**src/rtl/rv32i_ctrl_pkg.sv**
```systemverilog
// Shared definitions for the RV32I multi-cycle control path.
//
// Contents:
//   ctrl_state_e   - controller state encoding (FETCH .. HALT)
//   OPC_*          - the nine base RV32I major opcodes the controller accepts
//   ALU_*          - ALUSel encoding driven to the datapath ALU
//   IMM_*          - ImmSel encoding driven to the immediate generator
//   WB_*           - WBSel encoding driven to the register-file write mux
//   opcodeIsLegal  - true for any opcode the controller knows how to sequence
//   immSelFor      - immediate format used by a given opcode
package rv32i_ctrl_pkg;

    typedef enum logic [2:0] {
        ST_FETCH  = 3'd0,
        ST_DECODE = 3'd1,
        ST_EXEC   = 3'd2,
        ST_MEM    = 3'd3,
        ST_WB     = 3'd4,
        ST_HALT   = 3'd5
    } ctrl_state_e;

    localparam logic [6:0] OPC_LUI    = 7'b0110111;
    localparam logic [6:0] OPC_AUIPC  = 7'b0010111;
    localparam logic [6:0] OPC_JAL    = 7'b1101111;
    localparam logic [6:0] OPC_JALR   = 7'b1100111;
    localparam logic [6:0] OPC_BRANCH = 7'b1100011;
    localparam logic [6:0] OPC_LOAD   = 7'b0000011;
    localparam logic [6:0] OPC_STORE  = 7'b0100011;
    localparam logic [6:0] OPC_OPIMM  = 7'b0010011;
    localparam logic [6:0] OPC_OP     = 7'b0110011;

    localparam logic [3:0] ALU_ADD    = 4'd0;
    localparam logic [3:0] ALU_SUB    = 4'd1;
    localparam logic [3:0] ALU_SLL    = 4'd2;
    localparam logic [3:0] ALU_SLT    = 4'd3;
    localparam logic [3:0] ALU_SLTU   = 4'd4;
    localparam logic [3:0] ALU_XOR    = 4'd5;
    localparam logic [3:0] ALU_SRL    = 4'd6;
    localparam logic [3:0] ALU_SRA    = 4'd7;
    localparam logic [3:0] ALU_OR     = 4'd8;
    localparam logic [3:0] ALU_AND    = 4'd9;
    localparam logic [3:0] ALU_COPY_B = 4'd10;

    localparam logic [2:0] IMM_I = 3'd0;
    localparam logic [2:0] IMM_S = 3'd1;
    localparam logic [2:0] IMM_B = 3'd2;
    localparam logic [2:0] IMM_U = 3'd3;
    localparam logic [2:0] IMM_J = 3'd4;

    localparam logic [1:0] WB_MEM = 2'd0;
    localparam logic [1:0] WB_ALU = 2'd1;
    localparam logic [1:0] WB_PC4 = 2'd2;

    // Anything outside the nine base opcodes sends the controller to HALT.
    function automatic logic opcodeIsLegal(input logic [6:0] opc);
        logic legal;
        case (opc)
            OPC_LUI, OPC_AUIPC, OPC_JAL, OPC_JALR, OPC_BRANCH,
            OPC_LOAD, OPC_STORE, OPC_OPIMM, OPC_OP: legal = 1'b1;
            default:                                legal = 1'b0;
        endcase
        return legal;
    endfunction

    // OP has no immediate; it falls back to I so the field is never X.
    function automatic logic [2:0] immSelFor(input logic [6:0] opc);
        logic [2:0] sel;
        case (opc)
            OPC_STORE:            sel = IMM_S;
            OPC_BRANCH:           sel = IMM_B;
            OPC_LUI, OPC_AUIPC:   sel = IMM_U;
            OPC_JAL:              sel = IMM_J;
            default:              sel = IMM_I;
        endcase
        return sel;
    endfunction

endpackage

```
**src/rtl/mc_alu_decoder.sv**
```systemverilog
// Combinational ALU operation decoder for the multi-cycle RV32I controller.
//
// Ports:
//   opcode_i   [6:0] - instruction major opcode
//   funct3_i   [2:0] - instruction funct3 field
//   funct7b5_i       - instruction bit 30 (funct7[5])
//   aluSel_o   [3:0] - ALU operation (ALU_* encoding)
module mc_alu_decoder
    import rv32i_ctrl_pkg::*;
(
    input  logic [6:0] opcode_i,
    input  logic [2:0] funct3_i,
    input  logic       funct7b5_i,
    output logic [3:0] aluSel_o
);

    logic [3:0] funct3Op;

    // Shared funct3 table for OP and OP-IMM. Bit 30 only picks SRA over SRL
    // here; the SUB case is handled separately below because for OP-IMM
    // bit 30 belongs to the immediate and must not turn ADDI into SUB.
    always_comb begin
        funct3Op = ALU_ADD;
        case (funct3_i)
            3'b000: funct3Op = ALU_ADD;
            3'b001: funct3Op = ALU_SLL;
            3'b010: funct3Op = ALU_SLT;
            3'b011: funct3Op = ALU_SLTU;
            3'b100: funct3Op = ALU_XOR;
            3'b101: funct3Op = funct7b5_i ? ALU_SRA : ALU_SRL;
            3'b110: funct3Op = ALU_OR;
            3'b111: funct3Op = ALU_AND;
            default: funct3Op = ALU_ADD;
        endcase
    end

    // Address, link and branch-target calculations all reduce to ADD; LUI
    // just passes the U immediate through on the B port.
    always_comb begin
        aluSel_o = ALU_ADD;
        case (opcode_i)
            OPC_OP: begin
                if (funct3_i == 3'b000 && funct7b5_i)
                    aluSel_o = ALU_SUB;
                else
                    aluSel_o = funct3Op;
            end
            OPC_OPIMM: aluSel_o = funct3Op;
            OPC_LUI:   aluSel_o = ALU_COPY_B;
            default:   aluSel_o = ALU_ADD;
        endcase
    end

endmodule

```
**src/rtl/mc_ctrl_fsm.sv**
```systemverilog
// Multi-cycle main controller for the RV32I core. Sequences
// FETCH -> DECODE -> EXEC -> (MEM) -> (WB) over a shared ALU and a single
// memory port, and drives every datapath select and write enable.
//
// Ports:
//   clk, rst            - clock (rising edge), synchronous active-high reset
//   instr     [XLEN]    - IR contents, valid from DECODE onward
//   br_taken            - branch comparator result, used in EXEC
//   mem_ready           - memory completes the current request this cycle
//   mem_req, mem_rw     - memory request and direction (1 = write)
//   pc_write, pc_sel    - PC load and source (0 = PC+4, 1 = ALU/ALU-out)
//   ir_write            - IR load
//   aluout_write        - ALU-out register load
//   reg_wen             - register-file write
//   ASel, BSel          - ALU operand selects (A: 0 rs1/1 PC, B: 0 rs2/1 imm)
//   ImmSel, ALUSel      - immediate format and ALU operation
//   WBSel               - write-back source (0 mem, 1 ALU-out, 2 PC+4)
//   illegal             - sticky illegal-instruction flag
module mc_ctrl_fsm
    import rv32i_ctrl_pkg::*;
#(
    parameter int XLEN = 32
) (
    input  logic            clk,
    input  logic            rst,
    input  logic [XLEN-1:0] instr,
    input  logic            br_taken,
    input  logic            mem_ready,
    output logic            mem_req,
    output logic            mem_rw,
    output logic            pc_write,
    output logic            pc_sel,
    output logic            ir_write,
    output logic            aluout_write,
    output logic            reg_wen,
    output logic            ASel,
    output logic            BSel,
    output logic [2:0]      ImmSel,
    output logic [3:0]      ALUSel,
    output logic [1:0]      WBSel,
    output logic            illegal
);

    ctrl_state_e state_q, state_d;
    logic        illegal_q;

    logic [6:0]  opcode;
    logic [2:0]  funct3;
    logic        funct7b5;
    logic [3:0]  aluSelDec;
    logic        isStore;
    logic        isLoad;
    logic        isBranch;
    logic        isJump;
    logic        unusedInstr;

    assign opcode   = instr[6:0];
    assign funct3   = instr[14:12];
    assign funct7b5 = instr[30];
    assign isStore  = (opcode == OPC_STORE);
    assign isLoad   = (opcode == OPC_LOAD);
    assign isBranch = (opcode == OPC_BRANCH);
    assign isJump   = (opcode == OPC_JAL) || (opcode == OPC_JALR);

    // Register indices and immediate bits are consumed by the datapath only.
    assign unusedInstr = ^instr;

    mc_alu_decoder uAluDecoder (
        .opcode_i   (opcode),
        .funct3_i   (funct3),
        .funct7b5_i (funct7b5),
        .aluSel_o   (aluSelDec)
    );

    // Next-state selection. FETCH and MEM are the only states that wait on
    // memory; everything else advances unconditionally. HALT is a sink that
    // only reset leaves.
    always_comb begin
        state_d = state_q;
        case (state_q)
            ST_FETCH:  state_d = mem_ready ? ST_DECODE : ST_FETCH;
            ST_DECODE: state_d = opcodeIsLegal(opcode) ? ST_EXEC : ST_HALT;
            ST_EXEC: begin
                if (isBranch)
                    state_d = ST_FETCH;
                else if (isLoad || isStore)
                    state_d = ST_MEM;
                else
                    state_d = ST_WB;
            end
            ST_MEM: begin
                if (mem_ready)
                    state_d = isStore ? ST_FETCH : ST_WB;
                else
                    state_d = ST_MEM;
            end
            ST_WB:     state_d = ST_FETCH;
            ST_HALT:   state_d = ST_HALT;
            default:   state_d = ST_FETCH;
        endcase
    end

    // State register and the sticky illegal flag, which is raised on the
    // same edge that enters HALT so it reads 1 for the whole HALT stay.
    always_ff @(posedge clk) begin
        if (rst) begin
            state_q   <= ST_FETCH;
            illegal_q <= 1'b0;
        end else begin
            state_q <= state_d;
            if (state_d == ST_HALT)
                illegal_q <= 1'b1;
        end
    end

    assign illegal = illegal_q;

    // Output decode from the current state and the IR. The IR is loaded on
    // the FETCH exit edge, so ImmSel in DECODE must come straight from the
    // state and IR rather than from a pre-registered copy. ImmSel is held
    // from DECODE through WB so the immediate stays stable for the whole
    // instruction. Write enables are suppressed while rst is high so a reset
    // in mid-transaction never commits a partial result.
    always_comb begin
        mem_req      = 1'b0;
        mem_rw       = 1'b0;
        pc_write     = 1'b0;
        pc_sel       = 1'b0;
        ir_write     = 1'b0;
        aluout_write = 1'b0;
        reg_wen      = 1'b0;
        ASel         = 1'b0;
        BSel         = 1'b0;
        ImmSel       = IMM_I;
        ALUSel       = ALU_ADD;
        WBSel        = WB_MEM;
        case (state_q)
            ST_FETCH: begin
                mem_req  = 1'b1;
                ir_write = mem_ready;
            end
            ST_DECODE: begin
                ImmSel = immSelFor(opcode);
            end
            ST_EXEC: begin
                ImmSel       = immSelFor(opcode);
                aluout_write = 1'b1;
                ALUSel       = aluSelDec;
                // Branch target is PC + B-immediate, so only OP uses rs2 on
                // the ALU; the comparator has its own path to rs2.
                BSel = (opcode != OPC_OP);
                ASel = (opcode == OPC_AUIPC) || (opcode == OPC_JAL) || isBranch;
                if (isBranch) begin
                    pc_write = 1'b1;
                    pc_sel   = br_taken;
                end
            end
            ST_MEM: begin
                ImmSel  = immSelFor(opcode);
                mem_req = 1'b1;
                mem_rw  = isStore;
                if (isStore)
                    pc_write = mem_ready;
            end
            ST_WB: begin
                ImmSel   = immSelFor(opcode);
                reg_wen  = 1'b1;
                pc_write = 1'b1;
                pc_sel   = isJump;
                if (isLoad)
                    WBSel = WB_MEM;
                else if (isJump)
                    WBSel = WB_PC4;
                else
                    WBSel = WB_ALU;
            end
            default: begin
            end
        endcase
        if (rst) begin
            pc_write     = 1'b0;
            ir_write     = 1'b0;
            aluout_write = 1'b0;
            reg_wen      = 1'b0;
        end
    end

endmodule

```
**config.mk**
```make
export PLATFORM = sky130hd
export DESIGN_NAME = mc_ctrl_fsm
export DESIGN_NICKNAME = d
export VERILOG_FILES = /design/src/rtl/rv32i_ctrl_pkg.sv /design/src/rtl/mc_alu_decoder.sv /design/src/rtl/mc_ctrl_fsm.sv
export SDC_FILE = /design/constraint.sdc
export NUM_CORES = 1
export LEC_CHECK = 0
export BUFFER_PORTS_ARGS = -buffer_cell sky130_fd_sc_hd__buf_2
export CORE_MARGIN = 3
export CORE_UTILIZATION = 35
export DETAILED_ROUTE_END_ITERATION = 8
export GPL_ROUTABILITY_DRIVEN = 0
export HOLD_SLACK_MARGIN = 0.1
export PLACE_DENSITY = 0.72
export REMOVE_ABC_BUFFERS = 1
export SLEW_MARGIN = 20
export SYNTH_ARGS = -nofsm -noshare
export SYNTH_HDL_FRONTEND = slang
export SYNTH_SLANG_ARGS = --single-unit
```
**constraint.sdc**
```tcl
create_clock -name clk -period 1.7 [get_ports clk]
set_input_delay 0.17 -clock clk [delete_from_list [all_inputs] [get_ports clk]]
set_output_delay 0.17 -clock clk [all_outputs]
set_load 0.02 [all_outputs]
```
==> impl_results.md <==
- Delay-heaviest family, CP: simple AND/OR/NAND/NOR gates
- Max incr delay on CP: 340 ps
- Grt total ovfl: 0
- Worst Path Required: 1530 ps
- FF-to-FF End: state_q[2]
- CTS buffer count: 3
- Layout Skew: 7.50 ps
- Antenna diodes: 0
- Drt first-iter violations: 21
- Crit path cell chain: nand2b_2 -> nor3_2 -> nor3_1 -> a211oi_1 -> buf_2
- Avg Cell Area, Syn: 6.52 um2
- Hold Startpoint: rst
- Yosys reg bits: 4
- Worst reg2reg startpoint: state_q[2]
- CP endpoint kind: output pin
- Worst hold margin: 241 ps
- Total Nets Final: 171
- DR vias: 853
- I/O Pins: 55
- Tot Pwr: 772 uW
- Initial antenna violation count: 0
- Cell taking the most area after synthesis: dfxtp_1
- Final WL: 1920 um
- CP startpoint kind: register
- FFs w/ async S/R, synth: 0%
- Worst Reg-to-Reg Cells: 4
- Final Hold Fails: 0
- GR Util All Layers: 14.9%
- Cell Area, Synth: 639 um2
- DIE AREA: 0.00238 mm2
- FF-to-FF setup slack: 410 ps
- Setup Fix Bufs, Post-CTS: 0
- Peak supply drop: 0.974 mV
- Initial core utilization: 39.7%
- Primary FF master, synth: dfxtp_1
- Post-synth top area share: 12.5%
- Slowest cell on the critical path: dfxtp_1
- Max-cap violations: 0
- Final worst-path cycle share: 95.5%
- Max-slew headroom: 70.6%
- Site Rows: 14
- Placeable Area: 0.00161 mm2
- Number of flops mapped to enable cells by yosys: 0
- CTS Root Cell: clkbuf_4
- Clock slew at the register clock pins of the worst setup and hold paths: 40 ps
- Critical path startpoint: state_q[2]
- Max Slew Vio Count: 0
- Die width: 48.7 um
- Critical path class: reg -> out
- Hold depth: 2
- Number of routed nets with antenna violations: 0
- DP Area: 850 um2
- Sequential area share after synthesis: 12.5%
- CTS Hold Bufs: 0
- Status: finished, final reports clean
- Die Ht: 48.7 um
- Remaining DRCs: 0
- Design Area, Final: 893 um2
- Type of the most critical hold path: in -> reg
- Clk buf depth: 2
- H-tree levels: 1
- I/O Buffers: 33
- Worst Max-Slew Pin Slew: 430 ps
- Vias in the first global route: 708
- Worst Path Buf+Inv: 1
- Share of layout cells above drive strength 1: 41.4%
- DP HPWL: 1510 um
- CTS tree: done
- Synth warnings: 0
- Mapped Cells: 98
- Hold EP: illegal
- Clock latency on the worst-skew pair: 240 ps
- Setup-failing EPs final: 0
- First-pass GRT wire length: 2990 um
- Synth area leaders: dfxtp_1, nor2_1, nand2b_1, a21oi_1, a31oi_1
- Area delta synth->final: 39.7%
- Count of different cell masters after synthesis: 40
- Vias per inst: 5.43
- Final core occ: 55.4%
- Tmin final: 1620 ps
- Initial DRT Pass Iterations: 5
- Max Clk Rate: 616 MHz
- Avg WL per Cell: 12.2 um
- Largest net degree at the start of global routing: 16
- WP data arrival: 1450 ps
- CP max FO: 6
- Pwr per Cell Area: 864 mW/mm2
- Clock sinks: 4
- Static leakage: 0.402 nW
where the power goes:
group	internal, mW	switching, mW	total, mW
sequential	0.129	0.0568	0.186
combinational	0.193	0.275	0.468
clock	0.0790	0.0388	0.118
total	0.401	0.371	0.772
worst max-delay path by stage:
stage               end  slack [ps]  cells past startpoint
6_report       pc_write          80                      5
5_1_grt        pc_write          -7                      5
4_1_cts        pc_write          10                      5
3_5_place_dp   pc_write          80                      6
3_3_place_gp   pc_write          60                      6
2_1_floorplan  pc_write         100                      4
registers in the layout, indices dropped and copies added (netlist names):
signal,count
state_q,3
illegal,1
cells in the mapped netlist (3+ instances only):
library cell and count:
nand2b_1 5, dfxtp_1 4, nand2_1 5, clkbuf_1 4, buf_2 3, a21oi_1 5, nand3b_1 3, a31oi_1 4
o21ai_0 3, inv_1 6, o22ai_1 3, nor2_1 15, nor3_1 5
cell families after synthesis:
group	count (synthesis)	share of synthesized area (%)
flops	4	12.5
buf+inv	14	8.80
xor+xnor	2	2.74
compound gates	27	29.7
simple gates	51	46.2
layout by cell type, fill, tap and decap left out, types with 2 or more instances in the layout:
master	count
buf_2	33
nor2_1	14
inv_1	6
buf_4	6
a21oi_1	5
nand2_1	5
nand2b_1	4
nor3_1	4
a31oi_1	4
nand3b_1	3
o22ai_1	3
o21ai_0	3
clkbuf_4	3
dfxtp_1	3
nand3_2	2
a211oi_1	2
or3_1	2
nor4_1	2
nor2b_1	2
nor3b_1	2
through the flow:
step	TNS [ps]	cells	setup WS, ps
finish	0	157	77.2
global route	-7.07	157	-7.07
CTS	0	157	12.3
detailed placement	0	154	78.0
global placement	0	154	56.2
floorplan	0	91	101
metal layers:
metal | part of all wire (%) | GRT usage, % | wire (um)
met1 | 47 | 21.0 | 905
met2 | 46 | 23.5 | 879
met3 | 6.9 | 3.68 | 132
met4 | 0 | 1.42 | 0
met5 | 0 | 0 | 0
area by class of cell:
cell class | count | area (um2)
Tap cell | 24 | 30.0
Clock buffer | 3 | 22.5
Timing Repair Buffer | 39 | 210
Sequential cell | 4 | 81.3
Multi-Input combinational cell | 80 | 523
Fill cell | 173 | 718
Inverter | 7 | 26.3
repair_timing:
action / in CTS / in global routing
endpoints found under the setup margin: 0 / 8
resized for setup: 0 / 6
hold endpoints to repair: 0 / 0
No activity file was read; power rests on OpenSTA's default activity.
